**src/rtl/seg7_pkg.sv**
```systemverilog
// rtl/seg7_pkg.sv - shared constants, hex segment table and scan state type for the 7-segment scanner
package seg7_pkg;

    // All-off patterns for the active-low segment and digit-select buses
    localparam logic [7:0] SEG_OFF = 8'hFF;
    localparam logic [7:0] SEL_OFF = 8'hFF;

    // Active-low {dp,g,f,e,d,c,b,a} glyphs; dp is off in every entry
    localparam logic [7:0] HEX_SEG_0 = 8'hC0;
    localparam logic [7:0] HEX_SEG_1 = 8'hF9;
    localparam logic [7:0] HEX_SEG_2 = 8'hA4;
    localparam logic [7:0] HEX_SEG_3 = 8'hB0;
    localparam logic [7:0] HEX_SEG_4 = 8'h99;
    localparam logic [7:0] HEX_SEG_5 = 8'h92;
    localparam logic [7:0] HEX_SEG_6 = 8'h82;
    localparam logic [7:0] HEX_SEG_7 = 8'hF8;
    localparam logic [7:0] HEX_SEG_8 = 8'h80;
    localparam logic [7:0] HEX_SEG_9 = 8'h90;
    localparam logic [7:0] HEX_SEG_A = 8'h88;
    localparam logic [7:0] HEX_SEG_B = 8'h83;
    localparam logic [7:0] HEX_SEG_C = 8'hC6;
    localparam logic [7:0] HEX_SEG_D = 8'hA1;
    localparam logic [7:0] HEX_SEG_E = 8'h86;
    localparam logic [7:0] HEX_SEG_F = 8'h8E;

    // BLANK: anti-ghosting gap at the start of a slot; DRIVE: digit lit
    typedef enum logic {
        BLANK = 1'b0,
        DRIVE = 1'b1
    } scan_state_t;

endpackage

```
**src/rtl/seg7_hex_decode.sv**
```systemverilog
// rtl/seg7_hex_decode.sv - combinational 4-bit hex to active-low 7-segment glyph lookup
module seg7_hex_decode
    import seg7_pkg::*;
(
    input  logic [3:0] nibble,
    output logic [7:0] seg
);

    // Table lookup; every entry keeps the decimal point dark
    always_comb begin
        seg = SEG_OFF;
        case (nibble)
            4'h0: seg = HEX_SEG_0;
            4'h1: seg = HEX_SEG_1;
            4'h2: seg = HEX_SEG_2;
            4'h3: seg = HEX_SEG_3;
            4'h4: seg = HEX_SEG_4;
            4'h5: seg = HEX_SEG_5;
            4'h6: seg = HEX_SEG_6;
            4'h7: seg = HEX_SEG_7;
            4'h8: seg = HEX_SEG_8;
            4'h9: seg = HEX_SEG_9;
            4'hA: seg = HEX_SEG_A;
            4'hB: seg = HEX_SEG_B;
            4'hC: seg = HEX_SEG_C;
            4'hD: seg = HEX_SEG_D;
            4'hE: seg = HEX_SEG_E;
            4'hF: seg = HEX_SEG_F;
            default: seg = SEG_OFF;
        endcase
    end

endmodule

```
**src/rtl/seg7_scan_display.sv**
```systemverilog
// rtl/seg7_scan_display.sv - 8-digit multiplexed hex display scanner with inter-digit blanking (option: SEG7_LEADING_ZERO_BLANK_EN)
module seg7_scan_display
    import seg7_pkg::*;
#(
    parameter int SCAN_DIV     = 50000,
    parameter int BLANK_CYCLES = 500
) (
    input  logic        clk,
    input  logic        rst,
    input  logic        cs,
    input  logic [31:0] i_data,
    output logic [7:0]  o_seg,
    output logic [7:0]  o_sel,
    output logic        scan_tick
);

    localparam int CW = (SCAN_DIV > 1) ? $clog2(SCAN_DIV) : 1;
    localparam logic [CW-1:0] DIV_LAST = CW'(SCAN_DIV - 1);

    logic [31:0]    data_reg;
    logic [CW-1:0]  div_cnt;
    logic [CW-1:0]  div_next;
    logic           div_wrap;
    logic [2:0]     digit_idx;
    scan_state_t    state;
    scan_state_t    state_next;
    logic [3:0]     nibble;
    logic [7:0]     dec_seg;
    logic [7:0]     sel_onehot;
    logic [7:0]     drive_seg;

    // Slot divider next value and the phase it lands in; the state register
    // therefore always describes the div_cnt value held alongside it
    always_comb begin
        div_wrap   = (div_cnt == DIV_LAST);
        div_next   = div_wrap ? '0 : div_cnt + CW'(1);
        state_next = (int'(div_next) < BLANK_CYCLES) ? BLANK : DRIVE;
    end

    // Pick the active digit's nibble and its low-going select line
    always_comb begin
        nibble     = data_reg[{digit_idx, 2'b00} +: 4];
        sel_onehot = ~(8'b1 << digit_idx);
    end

    seg7_hex_decode u_hex_decode (
        .nibble (nibble),
        .seg    (dec_seg)
    );

`ifdef SEG7_LEADING_ZERO_BLANK_EN
    logic lead_zero;

    // A digit is a leading zero when it and everything above it are zero;
    // digit 0 is exempt so an all-zero word still shows a single 0
    always_comb begin
        lead_zero = (digit_idx != 3'd0) && ((data_reg >> {digit_idx, 2'b00}) == 32'd0);
        drive_seg = lead_zero ? SEG_OFF : dec_seg;
    end
`else
    // Every digit is shown, leading zeros included
    always_comb begin
        drive_seg = dec_seg;
    end
`endif

    // Latch, divider, digit counter, phase FSM and registered display outputs
    always_ff @(posedge clk or negedge rst) begin
        if (!rst) begin
            data_reg  <= 32'd0;
            div_cnt   <= '0;
            digit_idx <= 3'd0;
            state     <= BLANK;
            o_seg     <= SEG_OFF;
            o_sel     <= SEL_OFF;
            scan_tick <= 1'b0;
        end else begin
            if (cs) begin
                data_reg <= i_data;
            end
            div_cnt <= div_next;
            if (div_wrap) begin
                digit_idx <= digit_idx + 3'd1;
            end
            state     <= state_next;
            scan_tick <= div_wrap;
            case (state)
                DRIVE: begin
                    o_sel <= sel_onehot;
                    o_seg <= drive_seg;
                end
                default: begin
                    o_sel <= SEL_OFF;
                    o_seg <= SEG_OFF;
                end
            endcase
        end
    end

endmodule

```
**config.mk**
```make
export PLATFORM = sky130hd
export DESIGN_NAME = seg7_scan_display
export DESIGN_NICKNAME = d
export VERILOG_FILES = /design/src/rtl/seg7_pkg.sv /design/src/rtl/seg7_hex_decode.sv /design/src/rtl/seg7_scan_display.sv
export SDC_FILE = /design/constraint.sdc
export NUM_CORES = 1
export LEC_CHECK = 0
export BUFFER_PORTS_ARGS = -buffer_cell sky130_fd_sc_hd__buf_2
export CAP_MARGIN = 20
export CORE_MARGIN = 2
export CORE_UTILIZATION = 57
export CTS_CLUSTER_SIZE = 30
export DETAILED_ROUTE_END_ITERATION = 8
export GPL_TIMING_DRIVEN = 1
export PLACE_DENSITY = 0.84
export SKIP_LAST_GASP = 1
export SLEW_MARGIN = 40
export SYNTH_ARGS = -nofsm -noshare
export SYNTH_HDL_FRONTEND = slang
export SYNTH_SLANG_ARGS = --single-unit
```
**constraint.sdc**
```tcl
create_clock -name clk -period 2.9 [get_ports clk]
set_input_delay 0.58 -clock clk [delete_from_list [all_inputs] [get_ports clk]]
set_output_delay 0.58 -clock clk [all_outputs]
set_load 0.02 [all_outputs]
```
# Word level (Yosys, flattened, before mapping)
# Memories as Yosys holds them, arrays and structs flattened.
# Index checks and enable logic that the tools add are counted.
# totals
ff_bits,69
mem_bits_ro,112
in_bits,35
out_inout_bits,17
wordCells,19
memories,1
# op_classes
n_addsub,2
n_lt_le_gt_ge,1
eq_ne,1
shifts,2
muxes,4
bitwise,1
# memory_table
name,words,word_bits,rd,rd_ports_with_merged_regs,wr,line_no,source
(name not given),16,7,1,0,0,seg7_hex_decode.sv:12,case (nibble)
# ops
operator,n
$shiftx 32x6->4,1
$add 16x1->16 const B,1
$eq 16x16->1 const B,1
$lt 16x9->1 const B,1
$mux 16,1
$mux 8,2
$not 8->8,1
$shl 1x3->8 const A,1
$add 3x1->3 const B,1
$mux 1,1

# Depth between registers and ports, before layout
# depth
ltp_word,4
mapped_depth,9
ltp_nobuf,8

# Cells and area by module
# A second synthesis with hierarchy kept.
# unflattened
cells_unflattened,285
hier_area_um2,3439.5
# by_module_without_submodules
module,instances,cells_each,area_per_inst_um2,seq_area_each_um2
seg7_scan_display,1,251,3153.0,1746.7
seg7_hex_decode,1,34,286.5,0.0

# Least setup slack after synthesis
# OpenSTA, ideal clock, no wires.
# synth_timing
path_type,register to register
from,register digit_idx[1]
to,register o_seg[3]
setup_ps,90
t_arrival_ps,2193
t_required_ps,2810
path_slack_ps,617
stages_incl_launch_ff,9
path_buffers,1
synth_period_minus_slack_ps,2283
cell_sequence,dfrtp_1 buf_4 mux4_2 mux2i_1 inv_1 ha_1 mux2_2 mux2i_1 nand2_1
# synth_via
elab_chain_cells,3
# synth_lines
element,line_no,source
"start, declared",seg7_scan_display.sv:24,logic [2:0] digit_idx;
"start signal, assigned",seg7_scan_display.sv:83,digit_idx <= digit_idx + 3'd1;
$shiftx 32x6->4,seg7_scan_display.sv:42,"nibble = data_reg[{digit_idx, 2'b00} +: 4];"
$mem_v2 16x7,--,
$mux 8,seg7_scan_display.sv:87,case (state)
"end signal, assigned",seg7_scan_display.sv:90,o_seg <= drive_seg;
"end, declared",seg7_scan_display.sv:12,"output logic [7:0] o_seg,"
# Every way passes these cells.
# A chain may end at the register's enable or synchronous reset.

# Worst setup path after layout
# Same ends and word-level chain as after synthesis.

==> flow_summary.html <==
<table>
<tr><th>Metric</th><th>Value</th></tr>
<tr><th colspan="2">CTS</th></tr>
<tr><td>Bufs on Longest Clock Path</td><td>2</td></tr>
<tr><td>Number of buffers added for setup after CTS</td><td>0</td></tr>
<tr><td>Count of H-tree levels built during CTS</td><td>3</td></tr>
<tr><td>CTS tree</td><td>built</td></tr>
<tr><td>Total CTS buffers</td><td>9</td></tr>
<tr><td>Hold Buf Count CTS</td><td>0</td></tr>
<tr><td>Clock-pin slew of the registers on the worst-case setup and hold paths</td><td>0.08 ns</td></tr>
<tr><td>Worst skew pair latency</td><td>~0.34 ns</td></tr>
<tr><td>Number of gates resized after CTS</td><td>0</td></tr>
<tr><td>Sink Count</td><td>68</td></tr>
<tr><td>Clock Root Buffer</td><td>clkbuf_8</td></tr>
<tr><th colspan="2">Setup path</th></tr>
<tr><td>Data arrival at the endpoint of the critical path</td><td>roughly 2.9 ns</td></tr>
<tr><td>Largest driver fanout on the critical path</td><td>11</td></tr>
<tr><td>Type of element capturing the critical path</td><td>flop</td></tr>
<tr><td>Top Family by Delay on Critical Path</td><td>multiplexers</td></tr>
<tr><td>Worst R2R Setup Slack</td><td>between 0.3 and 0.4 ns</td></tr>
<tr><td>Logic depth of the worst register-to-register path</td><td>7</td></tr>
<tr><td>Master of the slowest instance on the critical path</td><td>dfrtp_1</td></tr>
<tr><td>Buf/Inv on CP</td><td>1</td></tr>
<tr><td>List of cells traversed by the critical path</td><td>mux4_2, mux2i_1, inv_1, ha_1, mux2_2, mux2i_1, nand2_1</td></tr>
<tr><td>Critical path required time</td><td>roughly 3.2 ns</td></tr>
<tr><td>Most common cell type on the critical path</td><td>mux2i_1</td></tr>
<tr><td>End of the worst register-to-register path</td><td>o_seg[3]</td></tr>
<tr><td>Crit path largest cell delay</td><td>a little over 0.7 ns</td></tr>
<tr><td>Critical path launch point type</td><td>flop</td></tr>
<tr><td>CP Class</td><td>reg2reg</td></tr>
<tr><td>Source of the worst register-to-register timing path</td><td>digit_idx[1]</td></tr>
<tr><th colspan="2">Synthesis</th></tr>
<tr><td>Number of cells produced by synthesis</td><td>approximately 260</td></tr>
<tr><td>Async set or reset register ratio after synthesis</td><td>100%</td></tr>
<tr><td>Biggest area contributors in the synthesized netlist</td><td>dfrtp_1 (39%), dfstp_2 (12%), mux2_2 (12%)</td></tr>
<tr><td>Dominant cell by count in the synthesized netlist</td><td>dfrtp_1</td></tr>
<tr><td>Most common flop cell mapped by yosys</td><td>dfrtp_1</td></tr>
<tr><td>Post-synthesis cell type with the largest combined area</td><td>dfrtp_1</td></tr>
<tr><td>Synth Net Count</td><td>310</td></tr>
<tr><td>Post-synth top cells</td><td>dfrtp_1 (53), mux2_2 (35), dfstp_2 (15), nand2_1 (15), nand3_1 (15)</td></tr>
<tr><td>Sequential share of the synthesized area</td><td>about half</td></tr>
<tr><td>Per-instance average area after synthesis</td><td>roughly 13 um^2</td></tr>
<tr><td>Count of synthesis-stage warnings from yosys</td><td>0</td></tr>
<tr><td>Netlist area before placement</td><td>roughly 3400 um^2</td></tr>
<tr><td>Area share of the leading cell type in the synthesized netlist</td><td>just under 40%</td></tr>
<tr><td>Number of synthesized flops with an enable pin</td><td>0</td></tr>
<tr><td>Count of different cell masters after synthesis</td><td>53</td></tr>
<tr><td>Number of synthesized register bits</td><td>68</td></tr>
<tr><th colspan="2">Route</th></tr>
<tr><td>Via total after detailed routing</td><td>~2,200</td></tr>
<tr><td>Antenna Nets Post-Route</td><td>0</td></tr>
<tr><td>Length of the first detailed-routing pass in iterations</td><td>4</td></tr>
<tr><td>DR vias/cell</td><td>5.51</td></tr>
<tr><td>Routed wire length per instance</td><td>between 10 and 15 um</td></tr>
<tr><td>Drt initial violations</td><td>roughly 110</td></tr>
<tr><td>DRC violations left</td><td>0</td></tr>
<tr><td>Total wirelength of the detailed-routed design</td><td>5.74 mm</td></tr>
<tr><th colspan="2">Final layout</th></tr>
<tr><td>Net count reported at finish</td><td>roughly 360</td></tr>
<tr><td>Area Growth Syn to Fin</td><td>14.1%</td></tr>
<tr><td>Number of non-filler instances in the completed layout</td><td>slightly below 400</td></tr>
<tr><td>Final Util</td><td>66.3%</td></tr>
<tr><td>Total inserted antenna cells</td><td>0</td></tr>
<tr><td>Share of post-route cells with drive strength above 1</td><td>between 40% and 50%</td></tr>
<tr><td>Max FFs per register</td><td>32</td></tr>
<tr><th colspan="2">Pwr</th></tr>
<tr><td>Total power per unit cell area</td><td>488 nW/um^2</td></tr>
<tr><td>Worst vdd rail ir drop</td><td>between 0.3 and 0.4 mV</td></tr>
<tr><td>Int Pwr</td><td>~1.4 mW</td></tr>
<tr><td>Switching portion of total power</td><td>25.3%</td></tr>
<tr><td>Relative contribution of the clock network to total power</td><td>a little over a third</td></tr>
<tr><td>Total power of the final layout</td><td>1.88 mW</td></tr>
<tr><td>Combinational fraction of design power</td><td>9.9%</td></tr>
<tr><td>Net switching power figure</td><td>0.476 mW</td></tr>
<tr><td>Sequential fraction of design power</td><td>a little over half</td></tr>
<tr><td>Leak pwr</td><td>1.68 nW</td></tr>
<tr><th colspan="2">Timing</th></tr>
<tr><td>Slew @ Worst Pin</td><td>0.708 ns</td></tr>
<tr><td>Count of final setup violators</td><td>0</td></tr>
<tr><td>Final-report max-slew violation count</td><td>0</td></tr>
<tr><td>Hold violation count in the final report</td><td>0</td></tr>
<tr><td>Skew final</td><td>0.00848 ns</td></tr>
<tr><td>RSZ-0062 raised after global routing</td><td>no</td></tr>
<tr><td>Final critical-path required period</td><td>between 2 and 3 ns</td></tr>
<tr><td>Upper clock frequency limit</td><td>just under 400 MHz</td></tr>
<tr><td>Fin crit share</td><td>about nine tenths</td></tr>
<tr><td>Worst Hold Margin</td><td>approximately 0.28 ns</td></tr>
<tr><td>Sum of negative setup slack</td><td>0 ns</td></tr>
<tr><td>Slew margin rel.</td><td>approximately 53%</td></tr>
<tr><th colspan="2">Flow run</th></tr>
<tr><td>Max-capacitance violation count</td><td>0</td></tr>
<tr><th colspan="2">Floorplan</th></tr>
<tr><td>Die Height</td><td>81.0 um</td></tr>
<tr><td>Rows</td><td>28</td></tr>
<tr><td>Ports</td><td>52</td></tr>
<tr><td>Core area</td><td>5820 um^2</td></tr>
<tr><td>Initial standard-cell utilization of the core</td><td>about three fifths</td></tr>
<tr><td>Horiz. Die Dim</td><td>between 80 and 90 um</td></tr>
<tr><td>Die area</td><td>around 6600 um^2</td></tr>
<tr><th colspan="2">Placed design</th></tr>
<tr><td>Sum of net half-perimeters after detailed placement</td><td>roughly 4.1 mm</td></tr>
<tr><td>IO buf count</td><td>50</td></tr>
<tr><td># placed instances</td><td>~380</td></tr>
<tr><td>Final weighted congestion in routability-driven placement</td><td>around 0.85</td></tr>
<tr><th colspan="2">Min path</th></tr>
<tr><td>Type of the worst min-delay path</td><td>in2async</td></tr>
<tr><th colspan="2">GRT</th></tr>
<tr><td>Number of antenna violations at the first check in global routing</td><td>0</td></tr>
<tr><td>First-pass GRT wire length</td><td>~9.8 mm</td></tr>
<tr><td>Pin count of the biggest net entering global routing</td><td>38</td></tr>
<tr><td>Overall routing resource usage</td><td>roughly 20%</td></tr>
<tr><td>Via count of the first global-routing pass</td><td>approximately 2,100</td></tr>
<tr><td>Total congestion overflow</td><td>0</td></tr>
<tr><th colspan="2">Status</th></tr>
<tr><td>Result of the run</td><td>finished, final reports clean</td></tr>
</table>
[per-layer routing]
layer / GRT usage, % / up-vias / share of wire (%)
met4: 12.0 / 0 / 2.8
met5: 0 / - / 0
met3: 4.11 / 15 / 3.9
li1: - / 1053 / -
met2: 29.4 / 52 / 46
met1: 27.4 / 1049 / 48
[logic make-up after synthesis]
kind of cell             after synthesis  synth area share (%)
multiplexers                          52                  19.8
AND/OR/NAND/NOR                       70                  12.5
flip-flops                            68                  50.9
AO/OA/AOI/OAI                         20                  4.37
XOR/XNOR                              14                  3.63
other                                  1                 0.111
buffers and inverters                 24                  3.85
adder cells (fa/ha/maj)               13                  4.81
[worst reg2reg max path, cell delays in order, from the launching register on]
cell     delay [ns]
dfrtp_1        0.71
mux4_2         0.57
mux2i_1        0.35
inv_1          0.17
ha_1           0.24
mux2_2         0.27
mux2i_1        0.14
nand2_1        0.07
[final cells by class]
cell class / instances / area, um^2
fillers: 453 / 1960
flip-flops and latches: 68 / 1720
multi-input cells: 170 / 1530
repair buffers: 55 / 300
clock buffers: 9 / 124
well taps: 75 / 93.8
clock inverters: 7 / 50.0
inverters: 10 / 37.5
[stage by stage]
step | setup slack [ns] | cell area, um^2
2_1_floorplan | 0.617 | 3380
3_3_place_gp | 0.398 | 3680
4_1_cts | 0.288 | 3850
3_5_place_dp | 0.312 | 3680
5_1_grt | 0.0495 | 3850
6_report | 0.310 | 3850
[power by group through the flow]
stage / Sequential [mW] / Clock [mW] / Combinational [mW]
floorplan: 1.02 / 0 / 0.124
global placement: 1.03 / 0 / 0.180
detailed placement: 1.03 / 0 / 0.188
CTS: 1.02 / 0.699 / 0.189
global route: 1.02 / 0.747 / 0.209
finish: 1.02 / 0.679 / 0.187
[how the worst max path moves through the flow]
stage,start,to,slack (ns),depth (start not counted)
2_1_floorplan,digit_idx[1],o_seg[3],0.62,8
3_3_place_gp,digit_idx[1],o_seg[3],0.40,7
3_5_place_dp,digit_idx[1],o_seg[3],0.31,7
4_1_cts,digit_idx[1],o_seg[3],0.29,7
5_1_grt,digit_idx[1],o_seg[3],0.05,7
6_report,digit_idx[1],o_seg[3],0.31,7
[cell usage in the layout (no fill, tap or decap), types with 2 or more instances in the layout]
cell,synthesis,routed
nand3_1,15,15
clkbuf_8,0,9
o21ai_0,4,4
ha_1,13,13
mux2_2,35,35
mux4_2,8,8
inv_1,9,9
o211ai_1,5,5
xor2_1,7,7
xnor2_1,7,7
dfstp_2,15,15
buf_4,4,4
clkinvlp_4,0,3
mux2i_1,8,8
inv_6,0,2
clkinv_2,0,2
nor2_1,12,12
a21oi_1,2,2
o31ai_1,2,2
nor4_1,5,5
buf_2,1,50
nand4_1,3,3
dfrtp_1,53,53
nand3_2,2,2
nand2_1,15,15
Power figures use the tool's default switching activity.
